===== config.mk =====
export PLATFORM = sky130hd
export DESIGN_NAME = pipe_sched_ctrl
export DESIGN_NICKNAME = d
export VERILOG_FILES = /design/src/rtl/pipe_ctrl_pkg.sv /design/src/rtl/pipe_sched_ctrl_md_timer.sv /design/src/rtl/pipe_sched_ctrl.sv
export SDC_FILE = /design/constraint.sdc
export NUM_CORES = 1
export LEC_CHECK = 0
export CORE_MARGIN = 2
export CORE_UTILIZATION = 40
export CTS_CLUSTER_SIZE = 8
export DETAILED_ROUTE_END_ITERATION = 16
export DONT_BUFFER_PORTS = 1
export GPL_ROUTABILITY_DRIVEN = 0
export SYNTH_ARGS = -nofsm -noshare
export SYNTH_HDL_FRONTEND = slang
export SYNTH_SLANG_ARGS = --single-unit

===== constraint.sdc =====
create_clock -name clk -period 3.05 [get_ports clk]
set_input_delay 0.305 -clock clk [delete_from_list [all_inputs] [get_ports clk]]
set_output_delay 0.305 -clock clk [all_outputs]
set_load 0.01 [all_outputs]

===== src/rtl/pipe_ctrl_pkg.sv =====
// pipe_ctrl_pkg: shared FSM encoding and default muldiv latencies for the pipeline scheduler
package pipe_ctrl_pkg;

    typedef enum logic {RUN, MDWAIT} state_t;

    localparam int MULT_CYCLES_DEF = 4;
    localparam int DIV_CYCLES_DEF  = 32;

endpackage


===== src/rtl/pipe_sched_ctrl_md_timer.sv =====
// md_timer: muldiv latency down-counter, done pulses on the last busy cycle
module md_timer #(
    parameter int W = 6
) (
    input  logic         clk,
    input  logic         rst,
    input  logic         load,
    input  logic [W-1:0] load_val,
    input  logic         abort,
    output logic         busy,
    output logic         done
);

    logic [W-1:0] cnt_q;

    // Load on start, clear on abort, otherwise count down to zero
    always_ff @(posedge clk) begin
        if (rst || abort) cnt_q <= '0;
        else if (load) cnt_q <= load_val;
        else if (cnt_q != '0) cnt_q <= cnt_q - 1'b1;
    end

    assign busy = cnt_q != '0;
    assign done = cnt_q == W'(1);

endmodule


===== src/rtl/pipe_sched_ctrl.sv =====
// pipe_sched_ctrl: hazard detection, flush/redirect and muldiv scheduling for a MIPS-style pipeline
module pipe_sched_ctrl
    import pipe_ctrl_pkg::*;
#(
    parameter int MULT_CYCLES = MULT_CYCLES_DEF,
    parameter int DIV_CYCLES  = DIV_CYCLES_DEF
) (
    input  logic        clk,
    input  logic        rst,
    input  logic [4:0]  id_rs,
    input  logic [4:0]  id_rt,
    input  logic        id_uses_rs,
    input  logic        id_uses_rt,
    input  logic        ex_memread,
    input  logic [4:0]  ex_rt,
    input  logic        id_muldiv,
    input  logic        id_is_div,
    input  logic        id_hilo_rd,
    input  logic        id_branch_taken,
    input  logic        id_eret,
    input  logic        exc_req,
    output logic        pc_stall,
    output logic        ifid_stall,
    output logic        ifid_flush,
    output logic        idex_flush,
    output logic        exmem_flush,
    output logic        pc_sel_exc,
    output logic        pc_sel_epc,
    output logic        md_start,
    output logic        md_abort,
    output logic        hilo_we,
    output logic        md_busy,
    output logic [15:0] stall_cnt
);

    localparam int CW = $clog2((DIV_CYCLES > MULT_CYCLES ? DIV_CYCLES : MULT_CYCLES) + 1);

    state_t        state_q, state_d;
    logic [15:0]   stall_cnt_q;
    logic          t_busy, t_done;
    logic          load_use, hilo_haz, stall;
    logic [CW-1:0] md_len;

    assign load_use = ex_memread && ex_rt != 5'd0 &&
                      ((id_uses_rs && ex_rt == id_rs) || (id_uses_rt && ex_rt == id_rt));
    assign hilo_haz = state_q == MDWAIT && (id_muldiv || id_hilo_rd);
    assign stall    = !exc_req && (load_use || hilo_haz);
    assign md_len   = id_is_div ? CW'(DIV_CYCLES) : CW'(MULT_CYCLES);

    md_timer #(.W(CW)) u_timer (
        .clk      (clk),
        .rst      (rst),
        .load     (md_start),
        .load_val (md_len),
        .abort    (md_abort),
        .busy     (t_busy),
        .done     (t_done)
    );

    // Priority-ordered control outputs and next state; everything forced low during reset
    always_comb begin
        state_d     = state_q;
        pc_stall    = 1'b0;
        ifid_stall  = 1'b0;
        ifid_flush  = 1'b0;
        idex_flush  = 1'b0;
        exmem_flush = 1'b0;
        pc_sel_exc  = 1'b0;
        pc_sel_epc  = 1'b0;
        md_start    = 1'b0;
        md_abort    = 1'b0;
        hilo_we     = 1'b0;
        md_busy     = 1'b0;
        stall_cnt   = 16'd0;
        if (!rst) begin
            pc_stall    = stall;
            ifid_stall  = stall;
            idex_flush  = exc_req || stall;
            exmem_flush = exc_req;
            pc_sel_exc  = exc_req;
            ifid_flush  = exc_req || (!stall && (id_branch_taken || id_eret));
            pc_sel_epc  = !exc_req && !stall && id_eret;
            md_start    = state_q == RUN && id_muldiv && !exc_req && !stall &&
                          !id_branch_taken && !id_eret;
            hilo_we     = t_done;
            md_abort    = state_q == MDWAIT && exc_req && !t_done;
            md_busy     = t_busy;
            stall_cnt   = stall_cnt_q;
            state_d     = state_q == RUN ? (md_start ? MDWAIT : RUN)
                                         : ((t_done || exc_req) ? RUN : MDWAIT);
        end
    end

    // State register and saturating count of PC-stall cycles
    always_ff @(posedge clk) begin
        if (rst) begin
            state_q     <= RUN;
            stall_cnt_q <= 16'd0;
        end else begin
            state_q <= state_d;
            if (pc_stall && stall_cnt_q != 16'hFFFF) stall_cnt_q <= stall_cnt_q + 16'd1;
        end
    end

endmodule


## Yosys cells after proc, flatten, opt, wreduce, memory -nomap -nowiden

Cells that the tools add are included.
W data, S select, Z words.

- Bits in registers: 23
- Input bits: 26
- Word-level logic and storage cells: 59

- Add/sub/neg operators: 2
- Equality and inequality tests: 4
- Muxes and demuxes: 16
- Bitwise gates (word level): 1
- Reduce and logical (&&, ||, !) cells: 33

Operators by type and width:

| operator | number |
|---|---|
| $mux W6 | 3 |
| $logic_and A1 B1 Y1 | 17 |
| $add A16 B1 Y16 const B | 1 |
| $mux W16 | 1 |
| $ne A16 B16 Y1 const B | 1 |
| $mux W1 | 12 |
| $eq A5 B5 Y1 | 2 |
| $logic_or A1 B1 Y1 | 8 |
| $eq A6 B1 Y1 const B | 1 |
| $reduce_bool A6 Y1 | 1 |
| $sub A6 B1 Y6 const B | 1 |
| $logic_not A1 Y1 | 5 |
| $reduce_bool A5 Y1 | 1 |
| $reduce_bool A2 Y1 | 1 |
| $not A1 Y1 | 1 |

## Depth between registers and ports, before layout

Gate-level depths: netlist of the first run.

- Depth in word-level cells: 12
- Gate-level depth with buffers: 7
- Depth with buffers taken out: 7

## By module

Synthesis of the first run repeated with hierarchy kept, for this count alone.

- Cell total of the unflattened synthesis: 194
- Area total of the unflattened synthesis: 1584.0 um^2

Modules (own cells, without submodules):

| module | instances | cells an instance | area each (um^2) | sequential area each (um^2) |
|---|---|---|---|---|
| pipe_sched_ctrl | 1 | 148 | 1197.4 | 340.3 |
| md_timer | 1 | 46 | 386.6 | 120.1 |

## Least setup slack after synthesis of the first run

Ideal clock, no wire load.

- Path type: input to output
- From: in ex_rt[1]
- To: out ifid_flush
- Arrival time: 1.640 ns
- Data required time: 2.745 ns
- Setup slack: 1.105 ns
- Stages: 5
- Path buffers: 1
- Path through: or4_1 o21ai_1 o21ai_2 buf_4 o31ai_1

- Longest elaborated chain between the ends: 10
- Elaborated cells between the ends (all ways): 14

RTL lines:

| what | line | RTL |
|---|---|---|
| from (decl) | pipe_sched_ctrl.sv:15 | `input logic [4:0] ex_rt,` |
| $eq A5 B5 Y1 | pipe_sched_ctrl.sv:45 | `((id_uses_rs && ex_rt == id_rs) \|\| (id_uses_rt && ex_rt == id_rt));` |
| $logic_and A1 B1 Y1 | pipe_sched_ctrl.sv:45 |  |
| $logic_or A1 B1 Y1 | pipe_sched_ctrl.sv:45 |  |
| $logic_and A1 B1 Y1 (*) | pipe_sched_ctrl.sv:44 | `assign load_use = ex_memread && ex_rt != 5'd0 &&` |
| $logic_or A1 B1 Y1 (*) | pipe_sched_ctrl.sv:47 | `assign stall = !exc_req && (load_use \|\| hilo_haz);` |
| $logic_and A1 B1 Y1 (*) | pipe_sched_ctrl.sv:47 |  |
| $logic_not A1 Y1 (*) | pipe_sched_ctrl.sv:81 | `ifid_flush = exc_req \|\| (!stall && (id_branch_taken \|\| id_eret));` |
| $logic_and A1 B1 Y1 (*) | pipe_sched_ctrl.sv:81 |  |
| $logic_or A1 B1 Y1 (*) | pipe_sched_ctrl.sv:81 |  |
| $mux W1 (*) | pipe_sched_ctrl.sv:75 | `if (!rst) begin` |
| to (decl) | pipe_sched_ctrl.sv:24 | `output logic ifid_flush,` |

Mark *: on every way between the ends. The rest lies on a longest branch, timed or not.

## Worst setup path after layout of the first run

- From: in ex_rt[3]
- To: out idex_flush

- Longest elaborated chain between the ends: 8
- Elaborated cells between the ends (all ways): 12

RTL lines:

| what | line | RTL |
|---|---|---|
| $eq A5 B5 Y1 | pipe_sched_ctrl.sv:45 |  |
| $logic_and A1 B1 Y1 | pipe_sched_ctrl.sv:45 |  |
| $logic_or A1 B1 Y1 | pipe_sched_ctrl.sv:45 |  |
| $logic_and A1 B1 Y1 (*) | pipe_sched_ctrl.sv:44 |  |
| $logic_or A1 B1 Y1 (*) | pipe_sched_ctrl.sv:47 |  |
| $logic_and A1 B1 Y1 (*) | pipe_sched_ctrl.sv:47 |  |
| $logic_or A1 B1 Y1 (*) | pipe_sched_ctrl.sv:78 | `idex_flush = exc_req \|\| stall;` |
| $mux W1 (*) | pipe_sched_ctrl.sv:75 |  |
| to (decl) | pipe_sched_ctrl.sv:25 | `output logic idex_flush,` |

Marks and branches as above.

==> flow_results.xml, run 1 <==
<?xml version="1.0" encoding="UTF-8"?>
<metrics>
  <group name="run_status">
    <metric name="run_status" unit="">finished, final reports clean</metric>
  </group>
  <group name="synth">
    <metric name="yosys-top-cells-count" unit="">27 x sky130_fd_sc_hd__nor2_1, 23 x sky130_fd_sc_hd__dfxtp_1, 15 x sky130_fd_sc_hd__nand2_1</metric>
    <metric name="netlist_top_cells_area" unit="">sky130_fd_sc_hd__dfxtp_1 30%, sky130_fd_sc_hd__nor2_1 6.5%, sky130_fd_sc_hd__mux2_2 5.1%</metric>
    <metric name="synth_largest_area_cell" unit="">sky130_fd_sc_hd__dfxtp_1</metric>
    <metric name="seq_area_frac_synth" unit="%">29.70</metric>
    <metric name="total_nets_after_synthesis" unit="">219</metric>
    <metric name="synth.area.mux_share" unit="%">9.362</metric>
    <metric name="syn_area" unit="mm²">0.001550</metric>
    <metric name="synth.ff_latch_count" unit="">23</metric>
    <metric name="synth.most_common_cell" unit="">sky130_fd_sc_hd__nor2_1</metric>
    <metric name="synth_top_area_share" unit="%">29.70</metric>
    <metric name="synth-edff-count" unit="">0</metric>
    <metric name="synthXorXnorAreaFrac" unit="%">7.910</metric>
    <metric name="yosys_warnings" unit="">0</metric>
    <metric name="netlist_instances" unit="">190</metric>
    <metric name="synthAdderAreaFrac" unit="%">2.421</metric>
    <metric name="complex_gate_fraction_of_the_synthesized_area" unit="%">12.99</metric>
    <metric name="synthFlopType" unit="">sky130_fd_sc_hd__dfxtp_1</metric>
    <metric name="synth_async_sr_flop_share" unit="%">0</metric>
    <metric name="post_synth_and_or_nand_nor_area_fraction" unit="%">32.28</metric>
    <metric name="yosysUniqueCellTypes" unit="">50</metric>
    <metric name="largest_family_of_logic_cells_by_synthesized_area" unit="">simple AND/OR/NAND/NOR gates</metric>
    <metric name="synthesis.area_per_instance" unit="µm²">8.159</metric>
  </group>
  <group name="detailed_routing">
    <metric name="highest-signal-layer" unit="">met4</metric>
    <metric name="detailroute.via_count" unit="">1343</metric>
    <metric name="finalWirelength" unit="mm">3.583</metric>
    <metric name="route.antenna.remaining_nets" unit="">0</metric>
    <metric name="drt-vias-per-instance" unit="">5.715</metric>
    <metric name="post-route-drc-count" unit="">0</metric>
    <metric name="routed_wire_length_per_instance" unit="µm">15.25</metric>
    <metric name="routed-wl-met3" unit="µm">226</metric>
    <metric name="detail_route.first_pass.iterations" unit="">4</metric>
    <metric name="detail_route.iter0.violations" unit="">72</metric>
    <metric name="met2WireLength" unit="mm">1.864</metric>
    <metric name="routedLengthMet1" unit="mm">1.459</metric>
  </group>
  <group name="power_and_ir_drop">
    <metric name="p_int" unit="mW">0.5341</metric>
    <metric name="power.ir.vdd_worst" unit="V">0.0001768</metric>
    <metric name="total_leakage_power" unit="nW">0.5816</metric>
    <metric name="p_switching" unit="mW">0.2829</metric>
    <metric name="seq_power_share" unit="%">45.1</metric>
    <metric name="power_frac_comb" unit="%">31.6</metric>
    <metric name="net_sw_share" unit="%">34.62</metric>
    <metric name="power_per_cell_area" unit="mW/mm²">505.0</metric>
    <metric name="p_clk_share" unit="%">23.3</metric>
  </group>
  <group name="timing">
    <metric name="hold_violations" unit="">0</metric>
    <metric name="rsz0062_at_grt" unit="">no</metric>
    <metric name="worst-slew-pin-transition" unit="ns">0.5288</metric>
    <metric name="max-slew-margin-rel" unit="%">64.74</metric>
    <metric name="drv_slew" unit="">0</metric>
    <metric name="final_period_minus_worst_setup_slack" unit="ns">2.045</metric>
    <metric name="setup-tns-final" unit="ns">0</metric>
    <metric name="maxClockFrequency" unit="GHz">0.4890</metric>
    <metric name="setup_slack" unit="ns">1.005</metric>
    <metric name="hold_ws" unit="ns">0.1162</metric>
    <metric name="report.final.setup_viol" unit="">0</metric>
    <metric name="finClkSkew" unit="ns">0.003536</metric>
    <metric name="final_cycle_share" unit="%">67.05</metric>
  </group>
  <group name="placed_design">
    <metric name="dp_hpwl" unit="mm">2.772</metric>
    <metric name="detailed_place.area" unit="mm²">0.001573</metric>
    <metric name="placedCellCount" unit="">231</metric>
    <metric name="place_worst_setup_slack" unit="ns">0.8952</metric>
    <metric name="port-buffer-count" unit="">0</metric>
  </group>
  <group name="worst_setup_path">
    <metric name="timing.critical_path.slowest_stage_cell" unit="">sky130_fd_sc_hd__o21ai_2</metric>
    <metric name="worstPathArrival" unit="ns">1.74</metric>
    <metric name="cells_traversed_along_the_worst_timing_path" unit="">xor2_1 &gt; nor4_2 &gt; a32oi_2 &gt; o21ai_2 &gt; nor2_1 &gt; nor2_1</metric>
    <metric name="worst_path_largest_cell_delay" unit="ns">0.48</metric>
    <metric name="end_kind" unit="">output pin</metric>
    <metric name="worst_ep_required_time" unit="ns">2.74</metric>
    <metric name="critical_path.most_common_cell" unit="">sky130_fd_sc_hd__nor2_1</metric>
    <metric name="cp_max_fo" unit="">12</metric>
    <metric name="setup.worst_path.start_class" unit="">primary input</metric>
    <metric name="crit_type" unit="">primary input to output pin</metric>
  </group>
  <group name="floorplan">
    <metric name="die_w" unit="µm">66.26</metric>
    <metric name="floorplan.initialDensity" unit="%">42.03</metric>
    <metric name="ioPinCount" unit="">53</metric>
    <metric name="fp.dieArea" unit="mm²">0.004390</metric>
    <metric name="core_region_area" unit="mm²">0.003689</metric>
    <metric name="core.rowCount" unit="">22</metric>
    <metric name="die_height" unit="µm">66.26</metric>
  </group>
  <group name="clock_network">
    <metric name="worstSkewPairLatency" unit="ns">0.26</metric>
    <metric name="ctsRootBufferMaster" unit="">sky130_fd_sc_hd__clkbuf_8</metric>
    <metric name="cts_tree" unit="">yes</metric>
    <metric name="cts_num_sinks" unit="">23</metric>
    <metric name="cts_made_buffers" unit="">3</metric>
    <metric name="cts_setup_buffers" unit="">0</metric>
    <metric name="cts_max_path_buffers" unit="">2</metric>
    <metric name="post_cts.resized_instances" unit="">0</metric>
    <metric name="cts_htree_levels" unit="">1</metric>
    <metric name="clk_transition_reported_paths" unit="ns">0.08</metric>
    <metric name="ctsHoldBuffers" unit="">0</metric>
  </group>
  <group name="cells_and_area">
    <metric name="design_area" unit="mm²">0.001618</metric>
    <metric name="fillerInstances" unit="">378</metric>
    <metric name="fin_cells" unit="">235</metric>
    <metric name="final_nets" unit="">217</metric>
    <metric name="post_route_cells_drive_above_1_share" unit="%">10.70</metric>
    <metric name="sequential_cell_area" unit="µm²">460.4</metric>
    <metric name="multiInputGateArea" unit="mm²">0.001007</metric>
    <metric name="n_antenna_cell" unit="">0</metric>
    <metric name="area_added_between_synthesis_and_finish" unit="%">4.358</metric>
  </group>
  <group name="grt">
    <metric name="antenna_found_initial" unit="">0</metric>
    <metric name="grt_overflow" unit="">0</metric>
    <metric name="grt_max_degree" unit="">35</metric>
    <metric name="first_pass_grt_wire_length" unit="mm">6.189</metric>
    <metric name="groute.usage.overall" unit="%">18.26</metric>
    <metric name="grt_pass1_vias" unit="">1372</metric>
  </group>
  <group name="flow_run">
    <metric name="maxCapViolations" unit="">0</metric>
  </group>
  <group name="hold_path">
    <metric name="min-delay-path-class" unit="">primary input to flip-flop</metric>
  </group>
</metrics>
logic make-up after synthesis:
logic type	count (synthesis)
adder cells (fa/ha/maj)	3
buffers and inverters	19
flip-flops	23
XOR/XNOR	14
AO/OA/AOI/OAI	24
AND/OR/NAND/NOR	94
multiplexers	13
registers in the layout (all words and copies together), names as in the netlist:
register / flops
stall_cnt_q: 16
u_timer.cnt_q: 6
state_q: 1
worst max-delay path, delay by kind of cell:
family | cells | cell delay (ns)
simple gates | 3 | 0.58
compound gates | 2 | 0.71
xor+xnor | 1 | 0.15
metal layers:
metal  vias to the layer above  GRT usage, %
met3                         4         5.792
met2                        36         33.38
met5                         -             0
met1                       644         19.92
met4                         0         5.357
li1                        659             -
cell usage in the layout, fill, tap and decap left out, types with 2 or more instances in the layout:
cell / n
sky130_fd_sc_hd__nor2_1: 27
sky130_fd_sc_hd__dfxtp_1: 23
sky130_fd_sc_hd__nand2_1: 15
sky130_fd_sc_hd__inv_1: 12
sky130_fd_sc_hd__nor2b_1: 10
sky130_fd_sc_hd__xor2_1: 9
sky130_fd_sc_hd__nand4_1: 8
sky130_fd_sc_hd__and3_1: 7
sky130_fd_sc_hd__mux2_2: 7
sky130_fd_sc_hd__xnor2_1: 5
sky130_fd_sc_hd__nand3_1: 5
sky130_fd_sc_hd__nor3_1: 5
sky130_fd_sc_hd__mux2_1: 5
sky130_fd_sc_hd__a21oi_1: 4
sky130_fd_sc_hd__nor3b_1: 3
sky130_fd_sc_hd__ha_1: 3
sky130_fd_sc_hd__clkbuf_8: 3
sky130_fd_sc_hd__nor4_1: 2
sky130_fd_sc_hd__o21ai_0: 2
sky130_fd_sc_hd__o31ai_1: 2
sky130_fd_sc_hd__and4_1: 2
stage by stage:
| step | util, % | total power, mW |
|---|---|---|
| after floorplan | - | 0.5856 |
| after global placement | 42.64 | 0.6118 |
| after detailed placement | 42.64 | 0.6335 |
| after CTS | 43.86 | 0.8271 |
| after global routing | 43.86 | 0.8811 |
| final | 43.86 | 0.8170 |
power by group through the flow:
stage               clock network, mW  logic, mW  registers, mW
floorplan                           0      0.220          0.366
finish                          0.190      0.258          0.368
global placement                    0      0.241          0.370
detailed placement                  0      0.259          0.375
CTS                             0.199      0.260          0.368
global route                    0.214      0.293          0.374
area by class of cell:
class,instances,share of cell area [%]
inverter,12,2.784
clock buffer,4,2.784
sequential,23,28.46
tap,48,3.712
multi-input combinational,148,62.26
final timing paths:
check / cells past startpoint / slack, ns / endpoint / start
max: 6 / 1.00 / idex_flush / ex_rt[3]
min: 1 / 0.12 / stall_cnt_q[9]$_SDFFE_PP0P_ / rst
min reg2reg: 2 / 0.51 / u_timer.cnt_q[1]$_SDFFE_PP0P_ / u_timer.cnt_q[1]$_SDFFE_PP0P_
max reg2reg: 6 / 1.12 / stall_cnt_q[13]$_SDFFE_PP0P_ / stall_cnt_q[0]$_SDFFE_PP0P_
No activity file was read; power rests on OpenSTA's default activity.
==> inputs of run 2 (changes only) <==
==> constraint.sdc (replaced) <==
create_clock -name clk -period 2.1 [get_ports clk]
set_input_delay 0.21 -clock clk [delete_from_list [all_inputs] [get_ports clk]]
set_output_delay 0.21 -clock clk [all_outputs]
set_load 0.01 [all_outputs]
==> run 2 against run 1 <==
Setup slack got worse by 0.82 ns. Utilization rose by 1.3 points. Clock power rose by 45%. Clock skew barely moved. Via count rose by 1.3%. Combinational power rose by 46%. Die area did not move. Sequential cell count did not move. First-iteration DRC count fell by 26%. Sequential power rose by 45%. Cell area rose by 2.9%.
==> flow_results.xml, run 2 (same netlist as run 1, synthesis figures left out) <==
<?xml version="1.0" encoding="UTF-8"?>
<metrics>
  <group name="run_status">
    <metric name="run_status" unit="">finished, final reports clean</metric>
  </group>
  <group name="timing">
    <metric name="setup_slack" unit="ns">0.1876</metric>
    <metric name="maxClockFrequency" unit="GHz">0.5229</metric>
    <metric name="rsz0062_at_grt" unit="">no</metric>
    <metric name="worst-slew-pin-transition" unit="ns">0.5417</metric>
    <metric name="final_period_minus_worst_setup_slack" unit="ns">1.912</metric>
    <metric name="final_cycle_share" unit="%">91.07</metric>
    <metric name="max-slew-margin-rel" unit="%">63.88</metric>
    <metric name="setup-tns-final" unit="ns">0</metric>
    <metric name="hold_violations" unit="">0</metric>
    <metric name="finClkSkew" unit="ns">0.003713</metric>
    <metric name="drv_slew" unit="">0</metric>
    <metric name="hold_ws" unit="ns">0.03566</metric>
    <metric name="report.final.setup_viol" unit="">0</metric>
  </group>
  <group name="cells_and_area">
    <metric name="mostFrequentLayoutCells" unit="">27 x sky130_fd_sc_hd__nor2_1, 23 x sky130_fd_sc_hd__dfxtp_1, 15 x sky130_fd_sc_hd__nand2_1</metric>
    <metric name="regMostFlops" unit="">stall_cnt_q</metric>
    <metric name="final_nets" unit="">223</metric>
    <metric name="area_added_between_synthesis_and_finish" unit="%">7.426</metric>
    <metric name="largest_register_ffs" unit="">16</metric>
    <metric name="sequential_cell_area" unit="µm²">460.4</metric>
    <metric name="biggestRegsByFlops" unit="">stall_cnt_q x16, u_timer.cnt_q x6, state_q x1</metric>
    <metric name="final_standard_cell_utilization_of_the_core" unit="%">45.15</metric>
    <metric name="fillerInstances" unit="">389</metric>
    <metric name="layout.cells.most_common" unit="">sky130_fd_sc_hd__nor2_1</metric>
    <metric name="design_area" unit="mm²">0.001665</metric>
    <metric name="fin_cells" unit="">241</metric>
    <metric name="multiInputGateArea" unit="mm²">0.001007</metric>
    <metric name="n_antenna_cell" unit="">0</metric>
    <metric name="post_route_cells_drive_above_1_share" unit="%">12.95</metric>
  </group>
  <group name="clock_network">
    <metric name="clk_transition_reported_paths" unit="ns">0.08</metric>
    <metric name="cts_num_sinks" unit="">23</metric>
    <metric name="cts_tree" unit="">yes</metric>
    <metric name="post_cts.resized_instances" unit="">0</metric>
    <metric name="cts_setup_buffers" unit="">0</metric>
    <metric name="cts_max_path_buffers" unit="">2</metric>
    <metric name="ctsRootBufferMaster" unit="">sky130_fd_sc_hd__clkbuf_8</metric>
    <metric name="cts_made_buffers" unit="">3</metric>
    <metric name="worstSkewPairLatency" unit="ns">0.26</metric>
    <metric name="cts_htree_levels" unit="">1</metric>
  </group>
  <group name="power_and_ir_drop">
    <metric name="seq_power_share" unit="%">45.0</metric>
    <metric name="power.ir.vdd_worst" unit="V">0.0003052</metric>
    <metric name="power_per_cell_area" unit="mW/mm²">711.2</metric>
    <metric name="power_frac_comb" unit="%">31.8</metric>
    <metric name="net_sw_share" unit="%">34.34</metric>
    <metric name="p_int" unit="mW">0.7776</metric>
    <metric name="p_clk_share" unit="%">23.2</metric>
    <metric name="p_switching" unit="mW">0.4067</metric>
    <metric name="total_leakage_power" unit="nW">0.6095</metric>
    <metric name="total_power" unit="mW">1.184</metric>
  </group>
  <group name="detailed_routing">
    <metric name="detail_route.iter0.violations" unit="">53</metric>
    <metric name="finalWirelength" unit="mm">3.684</metric>
    <metric name="route.antenna.remaining_nets" unit="">0</metric>
    <metric name="detailroute.via_count" unit="">1361</metric>
    <metric name="drt-vias-per-instance" unit="">5.647</metric>
    <metric name="detail_route.first_pass.iterations" unit="">4</metric>
    <metric name="routed_wire_length_per_instance" unit="µm">15.29</metric>
    <metric name="post-route-drc-count" unit="">0</metric>
  </group>
  <group name="floorplan">
    <metric name="ioPinCount" unit="">53</metric>
    <metric name="fp.dieArea" unit="mm²">0.004390</metric>
    <metric name="die_w" unit="µm">66.26</metric>
    <metric name="floorplan.initialDensity" unit="%">42.03</metric>
    <metric name="core.rowCount" unit="">22</metric>
    <metric name="core_region_area" unit="mm²">0.003689</metric>
    <metric name="die_height" unit="µm">66.26</metric>
  </group>
  <group name="flow_run">
    <metric name="maxCapViolations" unit="">0</metric>
  </group>
  <group name="worst_setup_path">
    <metric name="critPathTopFamily" unit="">simple AND/OR/NAND/NOR gates</metric>
    <metric name="worstPathArrival" unit="ns">2.07</metric>
    <metric name="worst_ep_required_time" unit="ns">2.26</metric>
    <metric name="cp_max_fo" unit="">5</metric>
    <metric name="setup.worst_path.start_class" unit="">flip-flop</metric>
    <metric name="critPathBufInv" unit="">0</metric>
    <metric name="cells_traversed_along_the_worst_timing_path" unit="">ha_1 &gt; and3_1 &gt; nand4_1 &gt; nand2_1 &gt; o41ai_1 &gt; mux2_2</metric>
    <metric name="worst_setup_path_startpoint" unit="">stall_cnt_q[0]$_SDFFE_PP0P_</metric>
    <metric name="end_kind" unit="">flip-flop</metric>
    <metric name="worst_path_largest_cell_delay" unit="ns">0.39</metric>
    <metric name="timing.critical_path.slowest_stage_cell" unit="">sky130_fd_sc_hd__o41ai_1</metric>
    <metric name="crit_type" unit="">flip-flop to flip-flop</metric>
    <metric name="worstReg2RegStart" unit="">stall_cnt_q[0]$_SDFFE_PP0P_</metric>
  </group>
  <group name="placed_design">
    <metric name="detailed_place.area" unit="mm²">0.001610</metric>
    <metric name="place_worst_setup_slack" unit="ns">0.07451</metric>
    <metric name="placedCellCount" unit="">236</metric>
    <metric name="dp_hpwl" unit="mm">2.931</metric>
    <metric name="port-buffer-count" unit="">0</metric>
  </group>
  <group name="grt">
    <metric name="first_pass_grt_wire_length" unit="mm">6.016</metric>
    <metric name="grt_max_degree" unit="">35</metric>
    <metric name="groute.usage.overall" unit="%">17.76</metric>
    <metric name="grt_pass1_vias" unit="">1370</metric>
    <metric name="grt_overflow" unit="">0</metric>
    <metric name="antenna_found_initial" unit="">0</metric>
  </group>
  <group name="hold_path">
    <metric name="hold_path.startpoint" unit="">id_is_div</metric>
    <metric name="min-delay-path-class" unit="">primary input to flip-flop</metric>
  </group>
</metrics>
## run 2: area by class of cell
type | count | area share [%]
multi-input cells | 148 | 60.48
flip-flops and latches | 23 | 27.65
repair buffers | 6 | 2.855
inverters | 12 | 2.705
clock buffers | 4 | 2.705
well taps | 48 | 3.606
## run 2: layer usage
layer,GRT usage [%],part of all wire (%),vias to the layer above,wire [µm]
li1,-,-,675,-
met1,19.27,40,650,1482
met2,33.50,54,32,1979
met3,4.940,5.2,4,191
met4,4.337,0.84,0,31
met5,0,0,-,0
## run 2: power groups by stage
stage / clock network, mW / registers (mW) / logic, mW
after floorplan: 0 / 0.532 / 0.319
after global placement: 0 / 0.538 / 0.353
after detailed placement: 0 / 0.544 / 0.375
after CTS: 0.290 / 0.533 / 0.378
after global routing: 0.311 / 0.542 / 0.424
final: 0.275 / 0.533 / 0.376
## run 2: worst paths after layout
| check | to | slack [ns] | cells after the start |
|---|---|---|---|
| setup / recovery | stall_cnt_q[13]$_SDFFE_PP0P_ | 0.19 | 6 |
| setup reg to reg | stall_cnt_q[13]$_SDFFE_PP0P_ | 0.19 | 6 |
| hold / removal | u_timer.cnt_q[2]$_SDFFE_PP0P_ | 0.04 | 1 |
| hold reg to reg | u_timer.cnt_q[1]$_SDFFE_PP0P_ | 0.52 | 2 |
## run 2: worst register-to-register path, cell delays in order (launching register included)
cell and delay [ns]:
sky130_fd_sc_hd__dfxtp_1 0.34, sky130_fd_sc_hd__ha_1 0.21, sky130_fd_sc_hd__and3_1 0.24, sky130_fd_sc_hd__nand4_1 0.13, sky130_fd_sc_hd__nand2_1 0.11, sky130_fd_sc_hd__o41ai_1 0.39, sky130_fd_sc_hd__mux2_2 0.38
## run 2: timing repair
action,CTS,global route
hold endpoints to repair,0,3
setup endpoints to repair,0,0
hold buffers,0,1
